### src/rtl/reg_exec_sequencer.sv
// Multi-cycle execute controller placed in front of a 4-entry register file.
// Each instruction takes four cycles: accept, operand read, execute, write-back.
// HALT parks the sequencer until reset.
module reg_exec_sequencer #(
   parameter int unsigned DATA_W  = 8,
   parameter int unsigned ADDR_W  = 2,
   parameter int unsigned INSTR_W = 9
) (
   input  logic               clk,
   input  logic               reset,
   input  logic [INSTR_W-1:0] instr,
   input  logic               instr_valid,
   output logic               instr_ready,
   output logic [ADDR_W-1:0]  reg1,
   output logic [ADDR_W-1:0]  reg2,
   input  logic [DATA_W-1:0]  data1,
   input  logic [DATA_W-1:0]  data2,
   output logic [ADDR_W-1:0]  reg_write,
   output logic               do_write,
   output logic [DATA_W-1:0]  write_data,
   output logic               carry,
   output logic               zero,
   output logic               halted
);

   localparam logic [2:0] OpAdd  = 3'b000;
   localparam logic [2:0] OpSub  = 3'b001;
   localparam logic [2:0] OpAnd  = 3'b010;
   localparam logic [2:0] OpXor  = 3'b011;
   localparam logic [2:0] OpShl  = 3'b100;
   localparam logic [2:0] OpLdi  = 3'b101;
   localparam logic [2:0] OpMov  = 3'b110;
   localparam logic [2:0] OpHalt = 3'b111;

   typedef enum logic [2:0] {StIdle, StRead, StExec, StWb, StHalted} state_e;

   state_e              r_state;
   state_e              w_state_next;
   logic [INSTR_W-1:0]  r_instr;
   logic [ADDR_W-1:0]   r_reg1;
   logic [ADDR_W-1:0]   r_reg2;
   logic [ADDR_W-1:0]   r_reg_write;
   logic [DATA_W-1:0]   r_opa;
   logic [DATA_W-1:0]   r_opb;
   logic [DATA_W:0]     r_res;   // {carry-out, result}
   logic                r_carry;
   logic                r_zero;
   logic [DATA_W:0]     w_alu;
   logic [2:0]          w_op;
   logic                w_accept;
   logic                w_sets_carry;

   assign w_op         = r_instr[8:6];
   assign w_accept     = (r_state == StIdle) && instr_valid;
   assign w_sets_carry = (w_op == OpAdd) || (w_op == OpSub) || (w_op == OpShl);

   // State register.
   always_ff @(posedge clk or negedge reset) begin
      if (!reset) begin
         r_state <= StIdle;
      end else begin
         r_state <= w_state_next;
      end
   end

   // Next-state logic; HALT bypasses execute and write-back.
   always_comb begin
      w_state_next = r_state;
      case (r_state)
         StIdle:   if (instr_valid) w_state_next = StRead;
         StRead:   w_state_next = (w_op == OpHalt) ? StHalted : StExec;
         StExec:   w_state_next = StWb;
         StWb:     w_state_next = StIdle;
         StHalted: w_state_next = StHalted;
         default:  w_state_next = StIdle;
      endcase
   end

   // State-decoded control outputs.
   always_comb begin
      instr_ready = (r_state == StIdle);
      do_write    = (r_state == StWb);
      halted      = (r_state == StHalted);
   end

   // Latch the instruction and its read addresses on acceptance.
   always_ff @(posedge clk or negedge reset) begin
      if (!reset) begin
         r_instr <= '0;
         r_reg1  <= '0;
         r_reg2  <= '0;
      end else if (w_accept) begin
         r_instr <= instr;
         r_reg1  <= instr[5:4];
         r_reg2  <= instr[3:2];
      end
   end

   // Capture register-file operands at the end of the read cycle.
   always_ff @(posedge clk or negedge reset) begin
      if (!reset) begin
         r_opa <= '0;
         r_opb <= '0;
      end else if (r_state == StRead) begin
         r_opa <= data1;
         r_opb <= data2;
      end
   end

   // ALU: bit DATA_W carries add carry-out, subtract borrow and last bit shifted out.
   always_comb begin
      w_alu = '0;
      case (w_op)
         OpAdd:   w_alu = {1'b0, r_opa} + {1'b0, r_opb};
         OpSub:   w_alu = {1'b0, r_opa} - {1'b0, r_opb};
         OpAnd:   w_alu = {1'b0, r_opa & r_opb};
         OpXor:   w_alu = {1'b0, r_opa ^ r_opb};
         OpShl:   w_alu = {1'b0, r_opa} << r_opb[2:0];
         OpLdi:   w_alu = {1'b0, DATA_W'(r_instr[3:0])};
         OpMov:   w_alu = {1'b0, r_opb};
         default: w_alu = '0;
      endcase
   end

   // Register the result and write-back address; they hold until the next execute.
   always_ff @(posedge clk or negedge reset) begin
      if (!reset) begin
         r_res       <= '0;
         r_reg_write <= '0;
      end else if (r_state == StExec) begin
         r_res       <= w_alu;
         r_reg_write <= r_instr[5:4];
      end
   end

   // Flags load during write-back; carry only for arithmetic and shift.
   always_ff @(posedge clk or negedge reset) begin
      if (!reset) begin
         r_zero  <= 1'b0;
         r_carry <= 1'b0;
      end else if (r_state == StWb) begin
         r_zero <= (r_res[DATA_W-1:0] == '0);
         if (w_sets_carry) r_carry <= r_res[DATA_W];
      end
   end

   assign reg1       = r_reg1;
   assign reg2       = r_reg2;
   assign reg_write  = r_reg_write;
   assign write_data = r_res[DATA_W-1:0];
   assign carry      = r_carry;
   assign zero       = r_zero;

endmodule
### config.mk
export PLATFORM = sky130hd
export DESIGN_NAME = reg_exec_sequencer
export DESIGN_NICKNAME = d
export VERILOG_FILES = /design/src/rtl/reg_exec_sequencer.sv
export SDC_FILE = /design/constraint.sdc
export NUM_CORES = 1
export LEC_CHECK = 0
export CAP_MARGIN = 20
export CORE_ASPECT_RATIO = 2
export CORE_UTILIZATION = 54
export DETAILED_ROUTE_END_ITERATION = 16
export PLACE_DENSITY_LB_ADDON = 0.08
export SYNTH_ARGS = -nofsm -noshare
export SYNTH_HDL_FRONTEND = slang
export SYNTH_SLANG_ARGS = --single-unit
export TNS_END_PERCENT = 100
### constraint.sdc
create_clock -name clk -period 3.08 [get_ports clk]
set_input_delay 0.616 -clock clk [delete_from_list [all_inputs] [get_ports clk]]
set_output_delay 0.616 -clock clk [all_outputs]
set_load 0.02 [all_outputs]
# Word level (Yosys, flattened, before mapping)
# Cells that the tools add are included.
dict set report op_classes {
  n_addsub 2
  eq_ne 12
  shifts 1
  mux 4
  bitwise_logic 2
  n_reduce_logical 7
}
# op count
set ops {}
lappend ops {{one-hot mux 9 bit (7 select lines)} 1}
lappend ops {{== test 3 bit, second input constant} 5}
lappend ops {{== test 3 x 2 -> 1 bit, second input constant} 4}
lappend ops {{one-hot mux 3 bit (4 select lines)} 1}
lappend ops {{adder 8 x 8 -> 9 bit} 1}
lappend ops {{left shift 8 x 3 -> 9 bit} 1}
lappend ops {{subtractor 8 x 8 -> 9 bit} 1}
lappend ops {{bitwise AND 8 bit} 1}
lappend ops {{logical NOT 8 bit} 1}
lappend ops {{XOR 8 bit} 1}
lappend ops {{== test 3 x 1 -> 1 bit, second input constant} 2}
lappend ops {{logical NOT 3 bit} 2}
lappend ops {{two-way mux 3 bit} 2}
lappend ops {{logical OR 1 bit} 2}
lappend ops {{!= test 2 bit, second input constant} 1}
lappend ops {{AND reduction 2 bit} 1}
lappend ops {{logical AND 1 bit} 1}
dict set report word_totals {
  ff_bits 45
  in_bits 28
  output_inout_bits 19
  wordCells 38
}

# Logic depth before layout (Yosys ltp)
# Gate-level depths: netlist (run 1).
dict set report logic_depth {
  word_depth 4
  depth_mapped 12
  mapped_depth_nobuf 11
}

# Worst setup path before layout (run 1)
# Ideal clock, no wire load.
dict set report synth_timing {
  path_type {register to register}
  startpoint {reg r_opb[0]}
  endpoint {reg r_res[7]}
  setup_ns 0.126
  arrival_time_ns 2.360
  required_time_ns 2.954
  slack_ns 0.594
  stages_incl_launch_ff 13
  path_buffers 1
  synth_period_minus_slack_ns 2.486
  cell_sequence {dfrtp_1 > buf_6 > inv_1 > ha_1 > and3_1 > a21oi_1 > xnor2_1 > ha_1 > a21oi_1 > o21ai_0 > a21oi_1 > xnor2_1 > a221o_1}
}
dict set report synth_between {
  elab_chain_len 2
  elab_cells_between_ends 4
  cone_classes {add/sub: 2; shift: 1; mux: 1}
}
# item line
set synth_lines {}
lappend synth_lines {{from (decl)} 44} ;# logic [DATA_W-1:0] r_opb;
lappend synth_lines {{from (signal assigned)} 106} ;# r_opb <= data2;
lappend synth_lines {{subtractor 8 x 8 -> 9 bit, or another cell as far along} 115} ;# OpSub: w_alu = {1'b0, r_opa} - {1'b0, r_opb};
lappend synth_lines {{one-hot mux 9 bit (7 select lines) (*)} 113} ;# case (w_op)
lappend synth_lines {{to (signal assigned)} 131} ;# r_res <= w_alu;
lappend synth_lines {{to (decl)} 45} ;# logic [DATA_W:0] r_res;
# Mark *: on every way between the ends. The rest lies on a longest branch, timed or not.
# A chain may end at the register's enable or synchronous reset.

# Worst setup path after layout (run 1)
dict set report layout_timing {
  startpoint {reg r_opb[2]}
  endpoint {reg r_res[7]}
}
# The elaborated chain is that of the path after synthesis.

==> metrics.yaml, run 1 <==
global_route:
  grt_max_degree: 42
  grt_pass1_vias: 2299
  grt_pass1_wl_mm: 10.98
  grtUsageTotal_pct: 27.50
  overflow: 0
  antenna_found_initial: 0
sta:
  post-route-period-util_pct: 87.20
  report.final.hold_viol_count: 0
  slew_violations: 0
  tns_ns: 0
  period_needed_ns: 2.686
  setup_ws_ns: 0.3943
  relSlewSlack_pct: 38.61
  worstMarginPinSlew_ns: 0.9209
  rsz0062_at_grt: "no"
  fin_skew_ns: 0.009560
  setup_violations: 0
  max_freq_ghz: 0.3723
drt:
  drc: 0
  detail_route.wl_per_cell_um: 17.10
  drt_wl_total_mm: 6.772
  viasPerCell: 5.932
  ant_nets: 0
  drtIter0Drc: 54
  vias: 2349
  drt_pass1_iterations: 4
synth:
  yosys-mux-area-fraction_pct: 14.59
  synth_ff_type: "dfrtp_1"
  synth_top_area_cell: "dfrtp_1"
  yosys_warnings: 0
  postSynthAreaPerCell_um2: 9.425
  async_flop_share_pct: 100.0
  syn_area_um2: 2865
  yosysSeqAreaShare_pct: 35.81
  synth_fa_ha_area_share_pct: 8.559
  synth-compound-area-share_pct: 15.46
  synth_top_family_by_area: "compound AO/OA/AOI/OAI gates"
  synth-edff-count: 0
  synthTopCellsByArea: "dfrtp_1 (36%), ha_1 (7.9%), mux2_2 (7.9%)"
  yosys.area_share.simple_pct: 14.67
  synthCells: 304
  synth_xor_area_share_pct: 3.668
  synth_top_area_share_pct: 35.81
  synthesis.nets: 351
  ys_ff_latch: 41
  synth_cell_types: 51
cells_and_area:
  fillers: 429
  finish.utilization_pct: 65.50
  diodes: 0
  drive_gt1_share_pct: 10.95
  nNetsFinal: 384
  area_growth_pct: 17.47
run_status:
  status: "finished clean"
min_path:
  worstHoldPathType: "primary input to async pin"
worst_setup_path:
  r2r_cells: 10
  rrSetupSlack_ns: 0.39
  cp_max_fo: 13
  r2r_start: "r_opb[2]"
  cp_data_required_time_ns: 3.28
  crit_arrival_ns: 2.89
  crit_path_start: "r_opb[2]"
  end_kind: "flop"
  path_class: "flop to flop"
  crit_path_start_kind: "flop"
clock_network:
  clkTransAtPathRegs_ns: 0.08
  clock_latency_ns: 0.31
  clockRootBuffer: "clkbuf_8"
  cts_buffer_depth: 2
  cts_tree: "yes"
  htree_levels: 2
  cts_sinks: 41
  cts_hold_buf: 0
  ctsResizeCount: 0
  cts_setup_buffers: 0
  cts_buffers: 5
floorplan:
  dieArea_um2: 5619
  initial_core_util_pct: 55.76
  fp.dieW_um: 53.51
  placementRows: 37
  core_region_area_um2: 5139
  io_pins: 47
  die_h_um: 105.0
placement:
  place_ws_ns: 0.4334
  io_buffers: 46
  finalWeightedCongestion: 0.9629
  dpl.hpwl_mm: 5.122
flow_run:
  cap_violations: 0
==> cell type report <==
type	instances	area, µm²	area share (%)
Sequential cell	41	1026	30.48
Inverter	12	45.04	1.338
Multi-Input combinational cell	224	1632	48.48
Tap cell	58	72.57	2.156
Clock inverter	2	10.01	0.2974
Timing Repair Buffer	53	508.0	15.09
Clock buffer	6	72.57	2.156
==> flip-flops by register name (all words and copies together) (netlist names) <==
register,cells
r_instr,9
reg_write,2
carry,1
r_state,3
zero,1
r_opb,8
r_opa,8
r_res,9
==> cells in the mapped netlist (5+ instances only) <==
cell type  number
buf_2           7
ha_1           18
a31oi_1         5
a21oi_1        16
o21ai_0        18
mux2i_1        14
dfrtp_1        41
clkbuf_1        7
mux2_2         20
o2bb2ai_1       5
nor3_1          7
nor2_1         14
nand2_1        41
buf_4          12
xnor2_1        10
inv_1          12
==> critical path, stage by stage (launching register included) <==
cell and delay (ns):
dfrtp_1 0.63, inv_1 0.25, and3_1 0.23, a21oi_1 0.18, xnor2_1 0.14, ha_1 0.31, a21oi_1 0.18, o21ai_0 0.09
a21oi_1 0.16, xnor2_1 0.08, a221o_1 0.34
==> cells in the final DEF, fill, tap and decap left out, types with 5 or more instances in the layout <==
| master | n |
|---|---|
| clkdlybuf4s50_1 | 45 |
| nand2_1 | 41 |
| dfrtp_1 | 41 |
| mux2_2 | 20 |
| o21ai_0 | 18 |
| ha_1 | 18 |
| a21oi_1 | 16 |
| nor2_1 | 14 |
| mux2i_1 | 14 |
| inv_1 | 12 |
| xnor2_1 | 10 |
| nor3_1 | 7 |
| buf_4 | 7 |
| a31oi_1 | 5 |
| o2bb2ai_1 | 5 |
| clkbuf_8 | 5 |
==> path summary, 6_finish.rpt <==
check | end
hold reg to reg | reg_write[0]
max in group asynchronous | r_opb[3]
min in group clk | reg_write[0]
hold / removal | r_instr[2]
setup / recovery | r_res[7]
setup reg to reg | r_res[7]
==> per-stage QoR <==
stage / instance area [µm²] / std cells / hold slack [ns]
2_1_floorplan: 2865 / 304 / 0.3204
3_3_place_gp: 3283 / 388 / 0.4602
3_5_place_dp: 3283 / 388 / 0.4621
4_1_cts: 3366 / 396 / 0.4816
5_1_grt: 3366 / 396 / 0.4955
6_report: 3366 / 396 / 0.4398
==> logic make-up after synthesis <==
family          Yosys count
mux                      36
fa+ha+maj                19
simple gates             88
xor+xnor                 12
compound gates           69
flops                    41
buf+inv                  39
==> layer usage <==
| metal | global-route usage (%) | vias to the layer above | part of all wire (%) | routed length (µm) |
|---|---|---|---|---|
| li1 | - | 1148 | - | - |
| met2 | 47.05 | 76 | 54 | 3664 |
| met1 | 27.60 | 1098 | 36 | 2429 |
| met3 | 5.677 | 27 | 3.8 | 258 |
| met5 | 0 | - | 0 | 0 |
| met4 | 18.98 | 0 | 6.2 | 419 |
Power of run 1 is not shown: default switching activity piles up to over one toggle a cycle in this logic, so the estimate is an artifact.
==> inputs of run 2 (changes only) <==
--- a/config.mk
+++ b/config.mk
@@ -10,6 +10,7 @@
 export CORE_UTILIZATION = 54
 export DETAILED_ROUTE_END_ITERATION = 16
 export PLACE_DENSITY_LB_ADDON = 0.08
+export SLEW_MARGIN = 40
 export SYNTH_ARGS = -nofsm -noshare
 export SYNTH_HDL_FRONTEND = slang
 export SYNTH_SLANG_ARGS = --single-unit
==> metrics.yaml, run 2 (synthesis results as in run 1) <==
worst_setup_path:
  r2r_start: "r_opb[2]"
  crit_arrival_ns: 2.90  # about the same
  rrSetupSlack_ns: 0.38  # about the same
  critPathTopFamily: "compound AO/OA/AOI/OAI gates"
  slowest_delay_ns: 0.55  # -0.08 ns
  crit_path_start_kind: "flop"
  r2r-end: "r_res[7]"
  crit_chain: "nor3_1 -> a31oi_1 -> xnor2_1 -> ha_1 -> nand2_1 -> o21ai_0 -> a21oi_1 -> xnor2_1 -> a221o_1"
  cp_max_fo: 13  # unchanged
  cp_slowest_cell: "dfrtp_1"
  path_class: "flop to flop"
  crit_path_start: "r_opb[2]"
  cp_data_required_time_ns: 3.28  # about the same
  path_buf_inv: 0  # -1
  r2r_cells: 9  # -1
  end_kind: "flop"
  crit_top_cell: "xnor2_1"
global_route:
  grt_pass1_wl_mm: 11.14  # +1.4%
  grtUsageTotal_pct: 27.99  # +0.49 points
  grt_pass1_vias: 2289  # -0.43%
  antenna_found_initial: 0  # unchanged
  overflow: 0  # unchanged
  grt_max_degree: 42  # unchanged
placement:
  dpl.hpwl_mm: 5.107  # -0.28%
  dpl_cell_area_um2: 3286  # about the same
  io_buffers: 46  # unchanged
  place_ws_ns: 0.4321  # -0.001291 ns
  finalWeightedCongestion: 0.9629  # unchanged
drt:
  viasPerCell: 6.000  # +1.1%
  vias: 2376  # +1.1%
  drc: 0  # unchanged
  detail_route.wl_per_cell_um: 17.51  # +2.4%
  drt_wl_total_mm: 6.932  # +2.4%
  drtIter0Drc: 61  # +13%
  drt_pass1_iterations: 4  # unchanged
  ant_nets: 0  # unchanged
clock_network:
  cts_hold_buf: 0  # unchanged
  clkTransAtPathRegs_ns: 0.08  # about the same
  cts_buffer_depth: 2  # unchanged
  clockRootBuffer: "clkbuf_8"
  cts_sinks: 41  # unchanged
  cts_buffers: 5  # unchanged
  cts_setup_buffers: 0  # unchanged
  cts_tree: "yes"
  ctsResizeCount: 0  # unchanged
  clock_latency_ns: 0.31  # about the same
  htree_levels: 2  # unchanged
sta:
  tns_ns: 0  # unchanged
  setup_ws_ns: 0.3848  # -0.009588 ns
  post-route-period-util_pct: 87.51  # +0.31 points
  worstMarginPinSlew_ns: 0.5725  # -0.3484 ns
  fin_skew_ns: 0.009612  # +0.00005159 ns
  period_needed_ns: 2.695  # +0.009588 ns
  slew_violations: 0  # unchanged
  report.final.hold_viol_count: 0  # unchanged
  rsz0062_at_grt: "no"
  max_freq_ghz: 0.3710  # -0.36%
  setup_violations: 0  # unchanged
  relSlewSlack_pct: 61.54  # +23 points
min_path:
  worstHoldPathType: "primary input to async pin"
floorplan:
  core_region_area_um2: 5139  # unchanged
  initial_core_util_pct: 55.76  # unchanged
  dieArea_um2: 5619  # unchanged
  io_pins: 47  # unchanged
  placementRows: 37  # unchanged
  die_h_um: 105.0  # unchanged
  fp.dieW_um: 53.51  # unchanged
cells_and_area:
  fillers: 438  # +2.1%
  layout_common_cells: "clkdlybuf4s50_1 (45), nand2_1 (41), dfrtp_1 (41), mux2_2 (20)"
  area_growth_pct: 17.55  # about the same
  top_regs: "r_instr: 9 flops, r_res: 9 flops"
  drive_gt1_share_pct: 10.95  # unchanged
  diodes: 0  # unchanged
  fin_area_um2: 3368  # about the same
  final-seq-area_um2: 1026  # unchanged
  nNetsFinal: 384  # unchanged
  multi_input_area_um2: 1632  # unchanged
  final_common_cell: "clkdlybuf4s50_1"
  finish.utilization_pct: 65.55  # about the same
run_status:
  status: "finished clean"
flow_run:
  cap_violations: 0  # unchanged
==> run 2: changes by cell type in the layout (fill, tap and decap cells not counted) <==
cell / previous run / this run
buf_4: 7 / 8
buf_2: 1 / 0
==> run 2: per-stage QoR <==
stage / std cells / hold WS, ns
2_1_floorplan: 304 / 0.3204
3_3_place_gp: 388 / 0.4602
3_5_place_dp: 388 / 0.4621
4_1_cts: 396 / 0.3058
5_1_grt: 396 / 0.3214
6_report: 396 / 0.2801
==> run 2: how the worst max path moves through the flow <==
stage          cells after the start  endpoint
5_1_grt                           10  r_res[7]
4_1_cts                           10  r_res[7]
6_report                           9  r_res[7]
3_5_place_dp                      10  r_res[7]
2_1_floorplan                     12  r_res[7]
3_3_place_gp                       9  r_res[7]
==> run 2: area by class of cell <==
class,count,area share [%]
Clock buffer,6,2.155
Clock inverter,2,0.2972
Inverter,12,1.337
Multi-Input combinational cell,224,48.44
Sequential cell,41,30.46
Tap cell,58,2.155
Timing Repair Buffer,53,15.16
==> run 2: worst reg2reg max path, stage by stage (launching register included) <==
cell and delay, ns:
dfrtp_1 0.55, nor3_1 0.50, a31oi_1 0.20, xnor2_1 0.16
ha_1 0.37, nand2_1 0.09, o21ai_0 0.16, a21oi_1 0.07
xnor2_1 0.15, a221o_1 0.34
==> run 2: metal layers <==
layer | track usage, % | up-vias | share of wire (%)
li1 | - | 1150 | -
met1 | 28.16 | 1122 | 38
met2 | 48.21 | 75 | 53
met3 | 5.677 | 29 | 3.5
met4 | 18.61 | 0 | 6.0
met5 | 0 | - | 0
Power of run 2 is left out for the same reason.
==> inputs of run 3 (changes only) <==
--- a/config.mk
+++ b/config.mk
@@ -9,9 +9,10 @@
 export CORE_ASPECT_RATIO = 2
 export CORE_UTILIZATION = 54
 export DETAILED_ROUTE_END_ITERATION = 16
+export GPL_ROUTABILITY_DRIVEN = 1
 export PLACE_DENSITY_LB_ADDON = 0.08
 export SLEW_MARGIN = 40
 export SYNTH_ARGS = -nofsm -noshare
 export SYNTH_HDL_FRONTEND = slang
 export SYNTH_SLANG_ARGS = --single-unit
-export TNS_END_PERCENT = 100
+export TNS_END_PERCENT = 30
==> results of run 3 <==
No change in the layout: final DEF, timing and power equal those of run 2.
Power of run 3 is left out for the same reason.
